`src/rtl/sorter_pkg.sv`:
```
// Shared types and helpers for the streaming odd-even transposition sorter.
package sorter_pkg;

  typedef enum logic [1:0] {
    LOAD   = 2'd0,
    SORT   = 2'd1,
    UNLOAD = 2'd2
  } sort_state_e;

  localparam logic ORDER_ASC  = 1'b0;
  localparam logic ORDER_DESC = 1'b1;

  // Width needed to hold a key count from 0 up to and including depth.
  function automatic int cnt_width(input int depth);
    return $clog2(depth + 1);
  endfunction

  // Width needed to address one of depth slots (never narrower than one bit).
  function automatic int idx_width(input int depth);
    return (depth > 1) ? $clog2(depth) : 1;
  endfunction

endpackage

```
`src/rtl/sorter_cmp_swap.sv`:
```
// Combinational compare-exchange cell: routes an (a, b) slot pair onto the
// low and high positions of the network, honouring the occupied flags.
module sorter_cmp_swap
  import sorter_pkg::*;
#(
  parameter int DATA_W     = 8,
  parameter bit SIGNED_CMP = 1'b0
) (
  input  logic [DATA_W-1:0] a_key,
  input  logic              a_occ,
  input  logic [DATA_W-1:0] b_key,
  input  logic              b_occ,
  input  logic              order,
  output logic [DATA_W-1:0] lo_key,
  output logic              lo_occ,
  output logic [DATA_W-1:0] hi_key,
  output logic              hi_occ
);

  logic a_gt_b;
  logic a_lt_b;
  logic swap;

  // Key magnitude comparison at full key width, signed or unsigned by build.
  always_comb begin
    a_gt_b = 1'b0;
    a_lt_b = 1'b0;
    if (SIGNED_CMP) begin
      a_gt_b = $signed(a_key) > $signed(b_key);
      a_lt_b = $signed(a_key) < $signed(b_key);
    end else begin
      a_gt_b = a_key > b_key;
      a_lt_b = a_key < b_key;
    end
  end

  // Empty slots drift toward the high index; occupied pairs swap only when strictly out of order.
  always_comb begin
    swap = 1'b0;
    if (!a_occ && b_occ) begin
      swap = 1'b1;
    end else if (a_occ && b_occ) begin
      swap = (order == ORDER_ASC) ? a_gt_b : a_lt_b;
    end
    lo_key = swap ? b_key : a_key;
    lo_occ = swap ? b_occ : a_occ;
    hi_key = swap ? a_key : b_key;
    hi_occ = swap ? a_occ : b_occ;
  end

endmodule

```
`src/rtl/sorter_stream_oet.sv`:
```
// Streaming odd-even transposition sorter: loads up to DEPTH keys, sorts them
// in place over DEPTH phases, then streams them out in the latched order.
module sorter_stream_oet
  import sorter_pkg::*;
#(
  parameter int DATA_W     = 8,
  parameter int DEPTH      = 8,
  parameter bit SIGNED_CMP = 1'b0
) (
  input  logic                       clk,
  input  logic                       rst,
  input  logic [DATA_W-1:0]          in_data,
  input  logic                       in_valid,
  input  logic                       in_last,
  output logic                       in_ready,
  input  logic                       order,
  output logic [DATA_W-1:0]          out_data,
  output logic                       out_valid,
  output logic                       out_last,
  input  logic                       out_ready,
  output logic                       busy,
  output logic [$clog2(DEPTH+1)-1:0] count
);

  localparam int CNT_W = cnt_width(DEPTH);
  localparam int IDX_W = idx_width(DEPTH);
  localparam int NCELL = DEPTH / 2;

  sort_state_e state;
  sort_state_e state_next;

  logic [DATA_W-1:0] slot_key [DEPTH];
  logic              slot_occ [DEPTH];
  logic [DATA_W-1:0] net_key  [DEPTH];
  logic              net_occ  [DEPTH];

  logic [DATA_W-1:0] ca_key [NCELL];
  logic              ca_occ [NCELL];
  logic [DATA_W-1:0] cb_key [NCELL];
  logic              cb_occ [NCELL];
  logic [DATA_W-1:0] lo_key [NCELL];
  logic              lo_occ [NCELL];
  logic [DATA_W-1:0] hi_key [NCELL];
  logic              hi_occ [NCELL];

  logic [CNT_W-1:0] count_q;
  logic [IDX_W-1:0] rd_idx;
  logic [IDX_W-1:0] phase;
  logic             order_q;
  logic             odd_phase;
  logic             rd_is_last;
  logic             phase_last;

  assign count      = count_q;
  assign odd_phase  = phase[0];
  assign phase_last = (phase == IDX_W'(DEPTH - 1));
  assign rd_is_last = (CNT_W'(rd_idx) == (count_q - CNT_W'(1)));

  // Compare-exchange cells; odd phases shift each cell up by one slot where a partner exists.
  for (genvar i = 0; i < NCELL; i++) begin : g_cell
    if (2 * i + 2 < DEPTH) begin : g_mux
      assign ca_key[i] = odd_phase ? slot_key[2*i+1] : slot_key[2*i];
      assign ca_occ[i] = odd_phase ? slot_occ[2*i+1] : slot_occ[2*i];
      assign cb_key[i] = odd_phase ? slot_key[2*i+2] : slot_key[2*i+1];
      assign cb_occ[i] = odd_phase ? slot_occ[2*i+2] : slot_occ[2*i+1];
    end else begin : g_even_only
      assign ca_key[i] = slot_key[2*i];
      assign ca_occ[i] = slot_occ[2*i];
      assign cb_key[i] = slot_key[2*i+1];
      assign cb_occ[i] = slot_occ[2*i+1];
    end

    sorter_cmp_swap #(
      .DATA_W     (DATA_W),
      .SIGNED_CMP (SIGNED_CMP)
    ) u_cmp_swap (
      .a_key  (ca_key[i]),
      .a_occ  (ca_occ[i]),
      .b_key  (cb_key[i]),
      .b_occ  (cb_occ[i]),
      .order  (order_q),
      .lo_key (lo_key[i]),
      .lo_occ (lo_occ[i]),
      .hi_key (hi_key[i]),
      .hi_occ (hi_occ[i])
    );
  end

  // Per-slot result of one phase; edge slots without a partner keep their value.
  for (genvar j = 0; j < DEPTH; j++) begin : g_slot
    logic [DATA_W-1:0] ev_key;
    logic              ev_occ;
    logic [DATA_W-1:0] od_key;
    logic              od_occ;

    if ((j % 2 == 0) && (j + 1 < DEPTH)) begin : g_ev_lo
      assign ev_key = lo_key[j/2];
      assign ev_occ = lo_occ[j/2];
    end else if (j % 2 == 1) begin : g_ev_hi
      assign ev_key = hi_key[(j-1)/2];
      assign ev_occ = hi_occ[(j-1)/2];
    end else begin : g_ev_hold
      assign ev_key = slot_key[j];
      assign ev_occ = slot_occ[j];
    end

    if ((j % 2 == 1) && (j + 1 < DEPTH)) begin : g_od_lo
      assign od_key = lo_key[(j-1)/2];
      assign od_occ = lo_occ[(j-1)/2];
    end else if ((j % 2 == 0) && (j >= 2)) begin : g_od_hi
      assign od_key = hi_key[(j-2)/2];
      assign od_occ = hi_occ[(j-2)/2];
    end else begin : g_od_hold
      assign od_key = slot_key[j];
      assign od_occ = slot_occ[j];
    end

    assign net_key[j] = odd_phase ? od_key : ev_key;
    assign net_occ[j] = odd_phase ? od_occ : ev_occ;
  end

  // State register; reset abandons whatever frame is in flight.
  always_ff @(posedge clk) begin
    if (rst) begin
      state <= LOAD;
    end else begin
      state <= state_next;
    end
  end

  // Next-state decode and stream handshake outputs, all derived from the current state.
  always_comb begin
    state_next = state;
    in_ready   = 1'b0;
    out_valid  = 1'b0;
    out_last   = 1'b0;
    out_data   = '0;
    busy       = 1'b0;
    case (state)
      LOAD: begin
        in_ready = 1'b1;
        if (in_valid && (in_last || (count_q == CNT_W'(DEPTH - 1)))) begin
          state_next = SORT;
        end
      end
      SORT: begin
        busy = 1'b1;
        if (phase_last) begin
          state_next = UNLOAD;
        end
      end
      UNLOAD: begin
        busy      = 1'b1;
        out_valid = 1'b1;
        out_data  = slot_key[rd_idx];
        out_last  = rd_is_last;
        if (out_ready && rd_is_last) begin
          state_next = LOAD;
        end
      end
      default: begin
        state_next = LOAD;
      end
    endcase
  end

  // Slot storage, frame count, sort phase and read pointer.
  always_ff @(posedge clk) begin
    if (rst) begin
      count_q <= '0;
      rd_idx  <= '0;
      phase   <= '0;
      order_q <= ORDER_ASC;
      for (int j = 0; j < DEPTH; j++) begin
        slot_key[j] <= '0;
        slot_occ[j] <= 1'b0;
      end
    end else begin
      case (state)
        LOAD: begin
          if (in_valid) begin
            slot_key[count_q[IDX_W-1:0]] <= in_data;
            slot_occ[count_q[IDX_W-1:0]] <= 1'b1;
            count_q <= count_q + CNT_W'(1);
            phase   <= '0;
            if (count_q == '0) begin
              order_q <= order;
            end
          end
        end
        SORT: begin
          for (int j = 0; j < DEPTH; j++) begin
            slot_key[j] <= net_key[j];
            slot_occ[j] <= net_occ[j];
          end
          phase <= phase_last ? '0 : (phase + IDX_W'(1));
        end
        UNLOAD: begin
          if (out_ready) begin
            if (rd_is_last) begin
              count_q <= '0;
              rd_idx  <= '0;
              for (int j = 0; j < DEPTH; j++) begin
                slot_occ[j] <= 1'b0;
              end
            end else begin
              rd_idx <= rd_idx + IDX_W'(1);
            end
          end
        end
        default: begin
        end
      endcase
    end
  end

endmodule

```
`config.mk`:
```
export PLATFORM = sky130hd
export DESIGN_NAME = sorter_stream_oet
export DESIGN_NICKNAME = d
export VERILOG_FILES = /design/src/rtl/sorter_pkg.sv /design/src/rtl/sorter_cmp_swap.sv /design/src/rtl/sorter_stream_oet.sv
export SDC_FILE = /design/constraint.sdc
export NUM_CORES = 1
export LEC_CHECK = 0
export CORE_UTILIZATION = 62
export CTS_CLUSTER_SIZE = 24
export DETAILED_ROUTE_END_ITERATION = 7
export GPL_TIMING_DRIVEN = 0
export PLACE_DENSITY = 0.81
export SLEW_MARGIN = 40
export SYNTH_ARGS = -nofsm -noshare
export SYNTH_HDL_FRONTEND = slang
export SYNTH_SLANG_ARGS = --single-unit
```
`constraint.sdc`:
```
create_clock -name clk -period 5.6 [get_ports clk]
set_input_delay 0.56 -clock clk [delete_from_list [all_inputs] [get_ports clk]]
set_output_delay 0.56 -clock clk [all_outputs]
set_load 0.02 [all_outputs]
```
# [Yosys cells after proc, flatten, opt, wreduce, memory -nomap -nowiden]
# Memory sizes are Yosys's and may differ from the RTL's. A register that Yosys moved wholly into a read port is not among the register bits.
# Cells that the tools add are included.
# W data, S select, Z words.
[totals] word_cells=200 inputBits=14 register_bits=13 mem_count=2 ramBits=72
[op_classes] bitwise_logic=24 mux=119 eq_ne=11 magnitude_cmp=8 add_sub_neg=4 reduce_logical=27
[mem_list] memory="slot_key" depth=8 width=8 read_ports=9 rd_clocked_by_memory_dff=1 wr=8 line="sorter_stream_oet.sv:32" text="logic [DATA_W-1:0] slot_key [DEPTH];"
[mem_list] memory="slot_occ" depth=8 width=1 read_ports=8 rd_clocked_by_memory_dff=0 wr=8 line="sorter_stream_oet.sv:33" text="logic slot_occ [DEPTH];"
[ops] op="$mux W8" count=32
[ops] op="$mux W1" count=71
[ops] op="$gt A8 B8 Y1" count=4
[ops] op="$lt A8 B8 Y1" count=4
[ops] op="$or A1 B1 Y1" count=24
[ops] op="$mux W3" count=7
[ops] op="$mux W4" count=3
[ops] op="$ne A2 B2 Y1 const B" count=6
[ops] op="$logic_and A1 B1 Y1" count=10
[ops] op="$pmux W4 S2" count=1
[ops] op="$reduce_or A8 Y1" count=1
[ops] op="$add A3 B1 Y3 const B" count=2
[ops] op="$mux W2" count=3
[ops] op="$pmux W2 S3" count=1
[ops] op="$pmux W3 S2" count=1
[ops] op="$reduce_and A3 Y1" count=2
[ops] op="$add A4 B1 Y4 const B" count=1
[ops] op="$eq A3 B4 Y1" count=1
[ops] op="$eq A4 B3 Y1 const B" count=1
[ops] op="$logic_not A1 Y1" count=4
[ops] op="$logic_not A4 Y1" count=1
[ops] op="$reduce_and A2 Y1" count=2
[ops] op="$reduce_and A4 Y1" count=1
[ops] op="$reduce_bool A2 Y1" count=2
[ops] op="other kinds (8)" count=8

# [Longest topological paths before layout]
# Gate-level depths: netlist (run 1).
[logic_depth] depth_word=10 mapped_depth=17

# [By module]
# From an unflattened synthesis (run 1), not the netlist that was laid out.
[hier_totals] cells_unflattened=758 area_unflattened_um2=7871.3
[modules_own_cells] module="sorter_stream_oet" instances=1 cells_each=550 area_each_um2=5899.4 seq_area_each_um2=2402.3
[modules_own_cells] module="sorter_cmp_swap" instances=4 cells_each=52 area_each_um2=493.0 seq_area_each_um2=0.0

# [Least setup slack after synthesis (run 1)]
# No wires, ideal clock.
[synth_path] path_type="register -> register" from="reg phase[0]" to="mem slot_key[4][4] (data pin)" path_slack_ns=1.740 period_less_slack_ns=3.860 required_ns=5.339 stages_incl_launch_ff=15 t_arrival_ns=3.599 setup_ns=0.261 path_buffers=5 cell_sequence="dfxtp_1 > buf_2 > buf_1 > clkbuf_1 > buf_2 > mux2i_1 > ha_1 > nor2b_2 > o211ai_2 > a21oi_4 > o21a_1 > o21ai_2 > buf_6 > mux2_4 > a221o_1"
[synth_rtl] element="start: declaration" line="sorter_stream_oet.sv:48" text="logic [IDX_W-1:0] phase;"
[synth_rtl] element="start signal: assignment" line="sorter_stream_oet.sv:196" text="phase <= phase_last ? '0 : (phase + IDX_W'(1));"
[synth_rtl] element="end: declaration" line="sorter_stream_oet.sv:32"

==> results.md, run 1 <==
| Parameter | This run |
|---|---|
| Wire length of the first global-routing pass | 40.66 mm |
| Number of fill cells | 951 |
| Maximum number of pins on one net before global-route repair | 15 |
| All-layer global routing usage | 42.00% |
| Antenna violations before repair | 0 |
| Period utilisation layout | 90.44% |
| Highest net fanout along the worst path | 10 |
| Setup Slack @ Placement | 0.7623 ns |
| Fraction of layout cells with a size suffix above 1 | 11.42% |
| Root buffer cell | clkbuf_16 |
| Crit path DAT | 5.17 ns |
| Startpoint kind of the worst setup timing path | flip-flop |
| Antenna Diode Count | 0 |
| Placeable core area | 12060 sq um |
| Flop-to-flop setup slack | 0.54 ns |
| Number of instances in the synthesized netlist | 865 |
| TritonRoute pass-1 iters | 5 |
| Reported max-cap violation count | 0 |
| Port buffer count | 20 |
| Most frequent cells in the layout | nand2_1, edfxtp_1, nand3_1 |
| Total congestion overflow after global routing | 0 |
| Clock tree skew after final layout | 0.01017 ns |
| Chip Width | 113.6 um |
| Class of the tightest hold or removal check | reg -> reg |
| CTS tree | yes |
| Post-CTS setup buffers | 0 |
| Count of H-tree levels built during CTS | 3 |
| Number of max-slew violations in the final report | 0 |
| Measured slew at the worst slew-check pin | 0.9369 ns |
| Worst Hold Launch | phase[1]$_SDFFE_PP0P_ |
| Sum of negative setup slack | 0 ns |
| Overall die area | 12890 sq um |
| Most used flip-flop cell after synthesis | edfxtp_1 |
| Pwr/cell area | 420.2 nW/um^2 |
| Routed Antenna Nets | 0 |
| Routed via count divided by cell count | 7.297 |
| Worst hold-check slack | 0.5183 ns |
| CP Class | reg -> reg |
| IO Count | 30 |
| Startpoint of the most critical setup path | phase[0]$_SDFFE_PP0P_ |
| Number of enable-type register cells in the synthesized netlist | 64 |
| Die Y | 113.6 um |
| CTS clk-pin slew, worst paths | 0.07 ns |
| Warning count from the yosys run | 0 |
| Critical Path End Type | flip-flop |
| Unique masters post-synth | 66 |
| Seq/Total Area, Yosys | 31.14% |
| Synthesized netlist net count | 920 |
| Result of the run | completed |
| Growth of design area from synthesis to finish | 9.990% |
| Starting density of the core | 63.96% |
| Count of vias placed by the detailed router | 7808 |
| Number of nets in the finished design | 952 |
| Most common cell after layout, fill and taps aside | nand2_1 |
| Synthesized area per cell | 8.919 sq um |
| Aggregate routed wire length | 26.48 mm |
| Number of buffers between clock root and the deepest sink | 2 |
| Detail Placement HPWL | 19.30 mm |
| Final Hold Violating Endpoints | 0 |
| Share of synthesized flip-flops with an asynchronous set or reset | 0% |
| Clock period minus worst slack | 5.064 ns |
| Fmax | 197.5 MHz |
| Post-CTS Resized | 0 |
| Setup-violating endpoint count in the final report | 0 |
| Start of the worst register-to-register path | phase[0]$_SDFFE_PP0P_ |
| Worst-case headroom to the max-slew limit | 37.54% |
| Required time at the worst-slack endpoint | 5.71 ns |
| Wirelength per Cell | 24.75 um |
| Peak supply drop | 314.6 uV |
| Min setup slack post-route | 0.5355 ns |
| Insertion delay to the later sink of the worst-skew pair | 0.36 ns |
| Via count of the first global-routing pass | 7284 |
| Weighted congestion at the end of routability-driven global placement | 1.053 |
| Post-synthesis instance area | 7715 sq um |
| Number of violations reported at the end of detailed-routing iteration 0 | 1284 |
| Cts hold-fix bufs | 0 |
| Number of buffers created by CTS | 9 |
| Flip-flop and latch count after synthesis | 88 |
| Sinks on Clock Net | 88 |
| Leak Pwr | 0.002938 uW |
| Final routed DRC violation total | 0 |
| Unrepaired setup endpoints after global routing | no |
| Number of cell rows | 40 |
==> per-stage QoR <==
step                      cells  power [uW]  cell area, sq um  utilization (%)
final                      1070        3566              8486            70.35
after global routing       1070        3712              8486            70.35
after CTS                  1070        3479              8481            70.31
after detailed placement   1054        2792              8144            67.52
after global placement     1053        2723              8125            67.37
after floorplan             865        2268              7715                -
==> path summary, 6_finish.rpt <==
kind | to | cells after the start
worst max-delay path | slot_key[4][6]$_DFFE_PP_ | 14
worst min-delay path | phase[1]$_SDFFE_PP0P_ | 2
worst max register to register | slot_key[4][6]$_DFFE_PP_ | 14
worst min register to register | phase[1]$_SDFFE_PP0P_ | 2
==> cells in the mapped netlist, types with 24 or more instances <==
library cell | n | area [sq um]
nand3_1 | 59 | 295.3
nor3_1 | 30 | 150.1
inv_1 | 36 | 135.1
nand2_1 | 85 | 319.1
nor2_1 | 54 | 202.7
ha_1 | 41 | 513.0
o21ai_0 | 59 | 295.3
clkbuf_1 | 43 | 161.4
a21oi_1 | 34 | 170.2
o211ai_1 | 48 | 360.4
mux2i_1 | 39 | 390.4
dfxtp_1 | 24 | 480.5
edfxtp_1 | 64 | 1922
==> final cells by class <==
type | instances | area (sq um) | area share, %
tap | 168 | 210.2 | 2.477
inverter | 38 | 142.6 | 1.681
buffer | 70 | 317.8 | 3.745
clock buffer | 13 | 292.8 | 3.450
multi-input combinational | 669 | 4871 | 57.40
sequential | 88 | 2402 | 28.31
timing repair buffer | 21 | 205.2 | 2.418
clock inverter | 3 | 43.79 | 0.5161
==> worst max-delay path: stages (launching register included) <==
cell	delay, ns
dfxtp_1	0.51
buf_2	0.31
buf_1	0.53
clkbuf_1	0.55
clkbuf_1	0.48
o21ai_0	0.19
ha_1	0.33
nor2b_2	0.16
o211ai_2	0.19
a21oi_4	0.13
o21a_1	0.21
o21ai_2	0.36
buf_6	0.22
mux2_4	0.31
a221o_1	0.32
==> state kept, by name, indices dropped and copies added (netlist names), named ones only <==
signal	count
count	4
order_q	1
slot_occ	8
slot_key	64
phase	3
state	2
rd_idx	3
==> kinds of logic (layout without fill, tap and decap cells) <==
group | Yosys count | count (layout) | synth area share (%)
AOI/OAI and AO/OA | 279 | 279 | 26.87
xor gates and xnor gates | 9 | 9 | 1.022
adders and majority gates | 41 | 41 | 6.649
buffers and inverters | 108 | 145 | 5.968
DFF | 88 | 88 | 31.14
muxes | 72 | 72 | 12.36
and+or+nand+nor | 268 | 268 | 15.99
==> routing by layer <==
metal	wire, um	global-route usage (%)	up-vias
met5	0	0	-
met4	1271	22.02	0
met3	3551	7.705	118
met2	11370	62.56	652
met1	10290	58.32	3659
li1	-	-	3379
==> where the power goes <==
group          internal [uW]  total, uW  leakage [uW]  switching [uW]
clock                    413        695      0.000166             282
combinational            643       1720       0.00191            1080
sequential               890       1150      0.000864             262
Power figures use the tool's default switching activity.
==> run 2, diff against run 1 <==
--- a/config.mk
+++ b/config.mk
@@ -8,7 +8,6 @@
 export CORE_UTILIZATION = 62
 export CTS_CLUSTER_SIZE = 24
 export DETAILED_ROUTE_END_ITERATION = 7
-export GPL_TIMING_DRIVEN = 0
 export PLACE_DENSITY = 0.81
 export SLEW_MARGIN = 40
 export SYNTH_ARGS = -nofsm -noshare
==> run 2 against run 1 <==
Wire length shrank 2.4%. Via count shrank 6.4%. Die area is the same. Largest power group unchanged. Cell count shrank 4.9%. Global-route usage shrank 0.12 points. Sequential power grew 6%. Flip-flop and latch count is the same. Critical path type unchanged. Clock skew is essentially flat. Design area shrank 2.5%. Setup slack gained 1.1 ns. Critical path depth shrank 4. Combinational power shrank 7%.
==> results.md, run 2 (synthesis gave the netlist of run 1 again) <==
| Parameter | This run | vs previous |
|---|---|---|
| Result of the run | completed |  |
| Critical Path End Type | flip-flop |  |
| Critical Path, Cell by Cell | buf_4 -> mux2_2 -> ha_1 -> nor2b_4 -> o211ai_2 -> a21oi_2 -> o32a_1 -> and2_4 -> o211ai_1 -> a32o_1 |  |
| CP Class | reg -> reg |  |
| Placeable core area | 12060 sq um | unchanged |
| Measured slew at the worst slew-check pin | 0.9097 ns | -0.02728 ns |
| Fraction of layout cells with a size suffix above 1 | 11.29% | -0.12 points |
| Flop-to-flop setup slack | 1.67 ns | +1.13 ns |
| Class of the tightest hold or removal check | reg -> reg |  |
| All-layer global routing usage | 41.88% | -0.12 points |
| Chip Width | 113.6 um | unchanged |
| Pwr/cell area | 410.6 nW/um^2 | -2.3% |
| Insertion delay to the later sink of the worst-skew pair | 0.36 ns | about the same |
| Post-CTS setup buffers | 0 | unchanged |
| Unrepaired setup endpoints after global routing | no |  |
| Number of flip-flops under the largest register name | 64 | unchanged |
| Most common cell after layout, fill and taps aside | nand2_1 |  |
| Highest net fanout along the worst path | 56 | +46 |
| Leak Pwr | 0.002841 uW | -3.3% |
| Sum of negative setup slack | 0 ns | unchanged |
| Startpoint kind of the worst setup timing path | flip-flop |  |
| Antenna violations before repair | 0 | unchanged |
| Count of vias placed by the detailed router | 7307 | -6.4% |
| Via count of the first global-routing pass | 6957 | -4.5% |
| WHS Path Cells | 2 | unchanged |
| Total congestion overflow after global routing | 0 | unchanged |
| Number of buffers created by CTS | 9 | unchanged |
| Weighted congestion at the end of routability-driven global placement | 0.9590 | -8.9% |
| TritonRoute pass-1 iters | 5 | unchanged |
| Number of violations reported at the end of detailed-routing iteration 0 | 1106 | -14% |
| Worst Hold Launch | phase[2]$_SDFFE_PP0P_ |  |
| Start of the worst register-to-register path | phase[0]$_SDFFE_PP0P_ |  |
| Fmax | 254.2 MHz | +29% |
| Wirelength per Cell | 25.40 um | +2.6% |
| Starting density of the core | 63.96% | unchanged |
| Slowest cell on the critical path | dfxtp_4 |  |
| Register ranked first by flip-flop count | slot_key |  |
| Detail Placement HPWL | 18.47 mm | -4.3% |
| Setup-violating endpoint count in the final report | 0 | unchanged |
| Reported max-cap violation count | 0 | unchanged |
| Number of buffers between clock root and the deepest sink | 2 | unchanged |
| Number of standard cells in the layout, taps in and fillers out | 1018 | -4.9% |
| Clock tree skew after final layout | 0.01035 ns | +0.0001722 ns |
| Die Y | 113.6 um | unchanged |
| Worst path max stage delay | 0.79 ns | +0.24 ns |
| Crit path DAT | 4.05 ns | -1.12 ns |
| Cts hold-fix bufs | 0 | unchanged |
| Endpoint of the worst register-to-register path | slot_key[3][1]$_DFFE_PP_ |  |
| Crit. path cell count | 10 | -4 |
| Count of H-tree levels built during CTS | 3 | unchanged |
| Routed Antenna Nets | 0 | unchanged |
| Growth of design area from synthesis to finish | 7.201% |  |
| Sinks on Clock Net | 88 | unchanged |
| Port buffer count | 29 | +45% |
| Number of cell rows | 40 | unchanged |
| Final Hold Violating Endpoints | 0 | unchanged |
| Clock period minus worst slack | 3.934 ns | -1.131 ns |
| CTS clk-pin slew, worst paths | 0.07 ns | about the same |
| Period utilisation layout | 70.24% | -20 points |
| Worst reg-to-reg path cell count | 10 | -4 |
| Number of max-slew violations in the final report | 0 | unchanged |
| Maximum number of pins on one net before global-route repair | 57 | +42 |
| Wire length of the first global-routing pass | 40.07 mm | -1.5% |
| Worst-case headroom to the max-slew limit | 39.13% | +1.6 points |
| Dpl cells | 1002 | -4.9% |
| Routed via count divided by cell count | 7.178 | -1.6% |
| Root buffer cell | clkbuf_16 |  |
| Final routed DRC violation total | 0 | unchanged |
| End point of the most critical hold path | phase[2]$_SDFFE_PP0P_ |  |
| IO Count | 30 | unchanged |
| Antenna Diode Count | 0 | unchanged |
| Aggregate routed wire length | 25.85 mm | -2.4% |
| Post-CTS Resized | 0 | unchanged |
| CTS tree | yes |  |
| Critical path buffers and inverters | 1 | -4 |
| Number of nets in the finished design | 900 | -5.5% |
| Most frequent cells in the layout | nand2_1, edfxtp_1, nand3_1 |  |
| Peak supply drop | 336.6 uV | +7.0% |
| Overall die area | 12890 sq um | unchanged |
| Required time at the worst-slack endpoint | 5.71 ns | about the same |
| Largest delay contributor family on the critical path | compound AO/OA/AOI/OAI gates |  |
| Total power after layout | 3396 uW | -4.8% |
-- run 2: layer usage --
layer	GRT usage [%]	share of wire [%]	up-vias
li1	-	-	3276
met1	58.36	40	3428
met2	60.65	42	517
met3	9.989	14	86
met4	21.32	4.5	0
met5	0	0	-
-- run 2: worst register-to-register path, cell delays in order (launching register included) --
cell and delay (ns):
dfxtp_4 0.79, buf_4 0.58, mux2_2 0.43, ha_1 0.21, nor2b_4 0.11, o211ai_2 0.08, a21oi_2 0.28, o32a_1 0.40
and2_4 0.37, o211ai_1 0.14, a32o_1 0.30
-- run 2: per-stage QoR --
stage | hold slack (ns) | util, % | area [sq um] | setup slack [ns]
after detailed placement | 0.4890 | 66.16 | 7980 | 1.790
after floorplan | 0.4578 | - | 7715 | 1.740
after global placement | 0.4736 | 66.13 | 7976 | 1.867
final | 0.5019 | 68.57 | 8270 | 1.666
after global routing | 0.5331 | 68.57 | 8270 | 1.502
after CTS | 0.5038 | 68.40 | 8250 | 1.752
-- run 2: layout make-up --
class                           count  area, sq um
Sequential cell                    88         2409
Fill cell                         985         3791
Tap cell                          168        210.2
Inverter                           38        142.6
Clock buffer                       13        250.2
Clock inverter                      3        20.02
Multi-Input combinational cell    669         4873
Timing Repair Buffer               39        365.4
-- run 2: report_power, final --
| part | total (uW) | switching, uW | internal [uW] | leakage, uW |
|---|---|---|---|---|
| sequential | 1220 | 326 | 891 | 0.000866 |
| combinational | 1600 | 971 | 625 | 0.00184 |
| clock | 583 | 269 | 314 | 0.000134 |
-- run 2: worst max-delay path by stage --
stage | start | endpoint | slack [ns]
finish | phase[0]$_SDFFE_PP0P_ | slot_key[3][1]$_DFFE_PP_ | 1.67
global route | phase[0]$_SDFFE_PP0P_ | slot_key[4][2]$_DFFE_PP_ | 1.50
CTS | phase[0]$_SDFFE_PP0P_ | slot_key[3][2]$_DFFE_PP_ | 1.75
detailed placement | phase[0]$_SDFFE_PP0P_ | slot_key[3][2]$_DFFE_PP_ | 1.79
global placement | phase[0]$_SDFFE_PP0P_ | slot_key[3][4]$_DFFE_PP_ | 1.87
floorplan | phase[0]$_SDFFE_PP0P_ | slot_key[4][4]$_DFFE_PP_ | 1.74
==> run 3, diff against run 2 <==
==> constraint.sdc (replaced) <==
create_clock -name clk -period 3.9 [get_ports clk]
set_input_delay 0.39 -clock clk [delete_from_list [all_inputs] [get_ports clk]]
set_output_delay 0.39 -clock clk [all_outputs]
set_load 0.02 [all_outputs]
==> run 3 against run 2 <==
Non-clock buffer count rose by 20. Fmax up 9.9%. Total power is 46% higher. Sequential power grew 38%. Clock skew is 0.0013 ns lower. Wire length fell by 1.0%. Flip-flop and latch count stayed put. Combinational power is 49% higher. Critical path type unchanged. Critical endpoint is now slot_key[0][7]$_DFFE_PP_. Largest power group unchanged.
==> results.md, run 3 (synthesis gave the netlist of run 1 again) <==
| Parameter | This run | vs previous |
|---|---|---|
| Result of the run | completed |  |
| Largest delay contributor family on the critical path | compound AO/OA/AOI/OAI gates |  |
| Switching part of the total | 46.00% | -0.11 points |
| Most frequent cells in the layout | nand2_1, edfxtp_1, o21ai_0, nand3_1, nor2_1 |  |
| Weighted congestion at the end of routability-driven global placement | 0.9899 | +3.2% |
| Sum of negative setup slack | 0 ns | unchanged |
| Measured slew at the worst slew-check pin | 0.8163 ns | -0.09340 ns |
| Critical Path, Cell by Cell | buf_12 -> mux2_2 -> ha_1 -> nor2b_1 -> o211ai_2 -> a21oi_1 -> o32ai_2 -> o21ai_2 -> a21boi_0 -> o31ai_1 |  |
| Cts hold-fix bufs | 0 | unchanged |
| Number of max-slew violations in the final report | 0 | unchanged |
| Post-CTS setup buffers | 0 | unchanged |
| Detail Placement HPWL | 17.83 mm | -3.4% |
| Critical Path End Type | flip-flop |  |
| Clock tree skew after final layout | 0.009013 ns | -0.001333 ns |
| Number of buffers between clock root and the deepest sink | 2 | unchanged |
| Number of buffers created by CTS | 9 | unchanged |
| Relative contribution of sequential cells to total power | 33.9% | -1.9 points |
| Internal Dissipation | 2670 uW | +46% |
| Clock period minus worst slack | 3.578 ns | -0.3554 ns |
| Leak Pwr | 0.002953 uW | +4.0% |
| Startpoint kind of the worst setup timing path | flip-flop |  |
| Worst reg-to-reg path cell count | 10 | unchanged |
| Final routed DRC violation total | 0 | unchanged |
| Area used by sequential logic in the layout | 2407 sq um | about the same |
| Die Y | 113.6 um | unchanged |
| TritonRoute pass-1 iters | 7 | +2 |
| Count of vias placed by the detailed router | 7571 | +3.6% |
| Total power after layout | 4944 uW | +46% |
| Sinks on Clock Net | 88 | unchanged |
| CTS clk-pin slew, worst paths | 0.07 ns | about the same |
| Number of flip-flops under the largest register name | 64 | unchanged |
| Critical path buffers and inverters | 1 | unchanged |
| Class of the tightest hold or removal check | reg -> reg |  |
| Reported max-cap violation count | 0 | unchanged |
| Crit path DAT | 3.77 ns | -0.28 ns |
| Fraction of layout cells with a size suffix above 1 | 13.33% | +2.0 points |
| Placeable core area | 12060 sq um | unchanged |
| CP Class | reg -> reg |  |
| Footprint of the multi-input gates | 4865 sq um | -0.18% |
| Switching component of the power | 2275 uW | +45% |
| Fmax | 279.5 MHz | +9.9% |
| Register ranked first by flip-flop count | slot_key |  |
| WHS Path Cells | 2 | unchanged |
| Number of violations reported at the end of detailed-routing iteration 0 | 1103 | -0.27% |
| Antenna Diode Count | 0 | unchanged |
| Growth of design area from synthesis to finish | 9.309% |  |
| All-layer global routing usage | 40.95% | -0.93 points |
| Total congestion overflow after global routing | 0 | unchanged |
| Worst path max stage delay | 0.64 ns | -0.15 ns |
| Wirelength per Cell | 24.65 um | -2.9% |
| IO Count | 30 | unchanged |
| Slowest cell on the critical path | o21ai_2 |  |
| Pwr/cell area | 586.3 nW/um^2 | +43% |
| Proportion of power drawn by the clock network | 17.7% | +0.5 points |
| Endpoint of the worst register-to-register path | slot_key[0][7]$_DFFE_PP_ |  |
| CTS tree | yes |  |
| Count of H-tree levels built during CTS | 3 | unchanged |
| Start of the worst register-to-register path | phase[0]$_SDFFE_PP0P_ |  |
| Wire length of the first global-routing pass | 40.12 mm | +0.12% |
| Routed via count divided by cell count | 7.294 | +1.6% |
| Starting density of the core | 63.96% | unchanged |
| Number of cell rows | 40 | unchanged |
| Flop-to-flop setup slack | 0.32 ns | -1.34 ns |
| Most common cell after layout, fill and taps aside | nand2_1 |  |
| Highest net fanout along the worst path | 51 | -8.9% |
| Required time at the worst-slack endpoint | 4.09 ns | -1.62 ns |
| Worst-case headroom to the max-slew limit | 45.16% | +6.0 points |
| Worst Hold Launch | phase[2]$_SDFFE_PP0P_ |  |
| Port buffer count | 29 | unchanged |
| Aggregate routed wire length | 25.59 mm | -1.0% |
| Peak supply drop | 369.8 uV | +9.9% |
| Post-CTS Resized | 0 | unchanged |
| Maximum number of pins on one net before global-route repair | 52 | -8.8% |
| Unrepaired setup endpoints after global routing | no |  |
| Routed Antenna Nets | 0 | unchanged |
| Final Hold Violating Endpoints | 0 | unchanged |
| Via count of the first global-routing pass | 7243 | +4.1% |
| Share of total power in combinational logic | 48.4% | +1.4 points |
| Number of fill cells | 932 | -5.4% |
| Overall die area | 12890 sq um | unchanged |
| Root buffer cell | clkbuf_16 |  |
| Number of nets in the finished design | 920 | +2.2% |
| Chip Width | 113.6 um | unchanged |
| Insertion delay to the later sink of the worst-skew pair | 0.36 ns | about the same |
| End point of the most critical hold path | phase[2]$_SDFFE_PP0P_ |  |
| Setup-violating endpoint count in the final report | 0 | unchanged |
| Period utilisation layout | 91.75% | +22 points |
| Antenna violations before repair | 0 | unchanged |
[run 3: cell types whose count changed in the layout (fill, tap and decap cells not counted), sizes merged]
cell    before  now
clkinv       4    3
inv         37   42
buf         10   30
clkbuf      13    9
[run 3: per-layer routing]
metal  routed length [um]  vias up  track usage, %
li1                     -     3315               -
met1                 9849     3585           54.99
met2                11300      558           62.56
met3                 3077      113           7.651
met4                 1358        0           22.63
met5                    0        -               0
[run 3: per-stage QoR]
step	worst slack [ns]	util [%]	cells	instance area, sq um	hold WS [ns]
after floorplan	0.03999	-	865	7715	0.4578
after global placement	0.5396	67.35	1020	8124	0.4744
after detailed placement	0.4440	67.46	1022	8137	0.5057
after CTS	0.4250	69.80	1038	8419	0.5185
after global routing	0.03740	69.92	1038	8433	0.5547
final	0.3218	69.92	1038	8433	0.5141
[run 3: cell type report]
| class | count | area share (%) |
|---|---|---|
| inverters | 38 | 1.691 |
| clock buffers | 9 | 2.671 |
| repair buffers | 59 | 6.231 |
| flip-flops and latches | 88 | 28.55 |
| well taps | 168 | 2.493 |
| clock inverters | 7 | 0.6825 |
| multi-input cells | 669 | 57.69 |
[run 3: tightest hold or removal path, cell delays in order, from the launching register on]
cell	delay (ns)
dfxtp_1	0.34
a32oi_1	0.06
nor2_1	0.08
[run 3: how the worst max path moves through the flow]
stage                                to  slack [ns]  cells past startpoint                   from
2_1_floorplan  slot_key[4][4]$_DFFE_PP_        0.04                     14  phase[0]$_SDFFE_PP0P_
3_3_place_gp   slot_key[4][7]$_DFFE_PP_        0.54                      9  phase[0]$_SDFFE_PP0P_
3_5_place_dp   slot_key[0][6]$_DFFE_PP_        0.44                     10  phase[0]$_SDFFE_PP0P_
4_1_cts        slot_key[0][6]$_DFFE_PP_        0.42                     10  phase[0]$_SDFFE_PP0P_
5_1_grt        slot_key[0][1]$_DFFE_PP_        0.04                     10  phase[0]$_SDFFE_PP0P_
6_report       slot_key[0][7]$_DFFE_PP_        0.32                     10  phase[0]$_SDFFE_PP0P_
[run 3: power groups by stage]
stage / Sequential, uW / Clock [uW] / Combinational, uW
floorplan: 1470 / 0 / 1780
global placement: 1660 / 0 / 2220
detailed placement: 1670 / 0 / 2310
CTS: 1650 / 861 / 2330
global route: 1690 / 893 / 2600
finish: 1680 / 874 / 2390
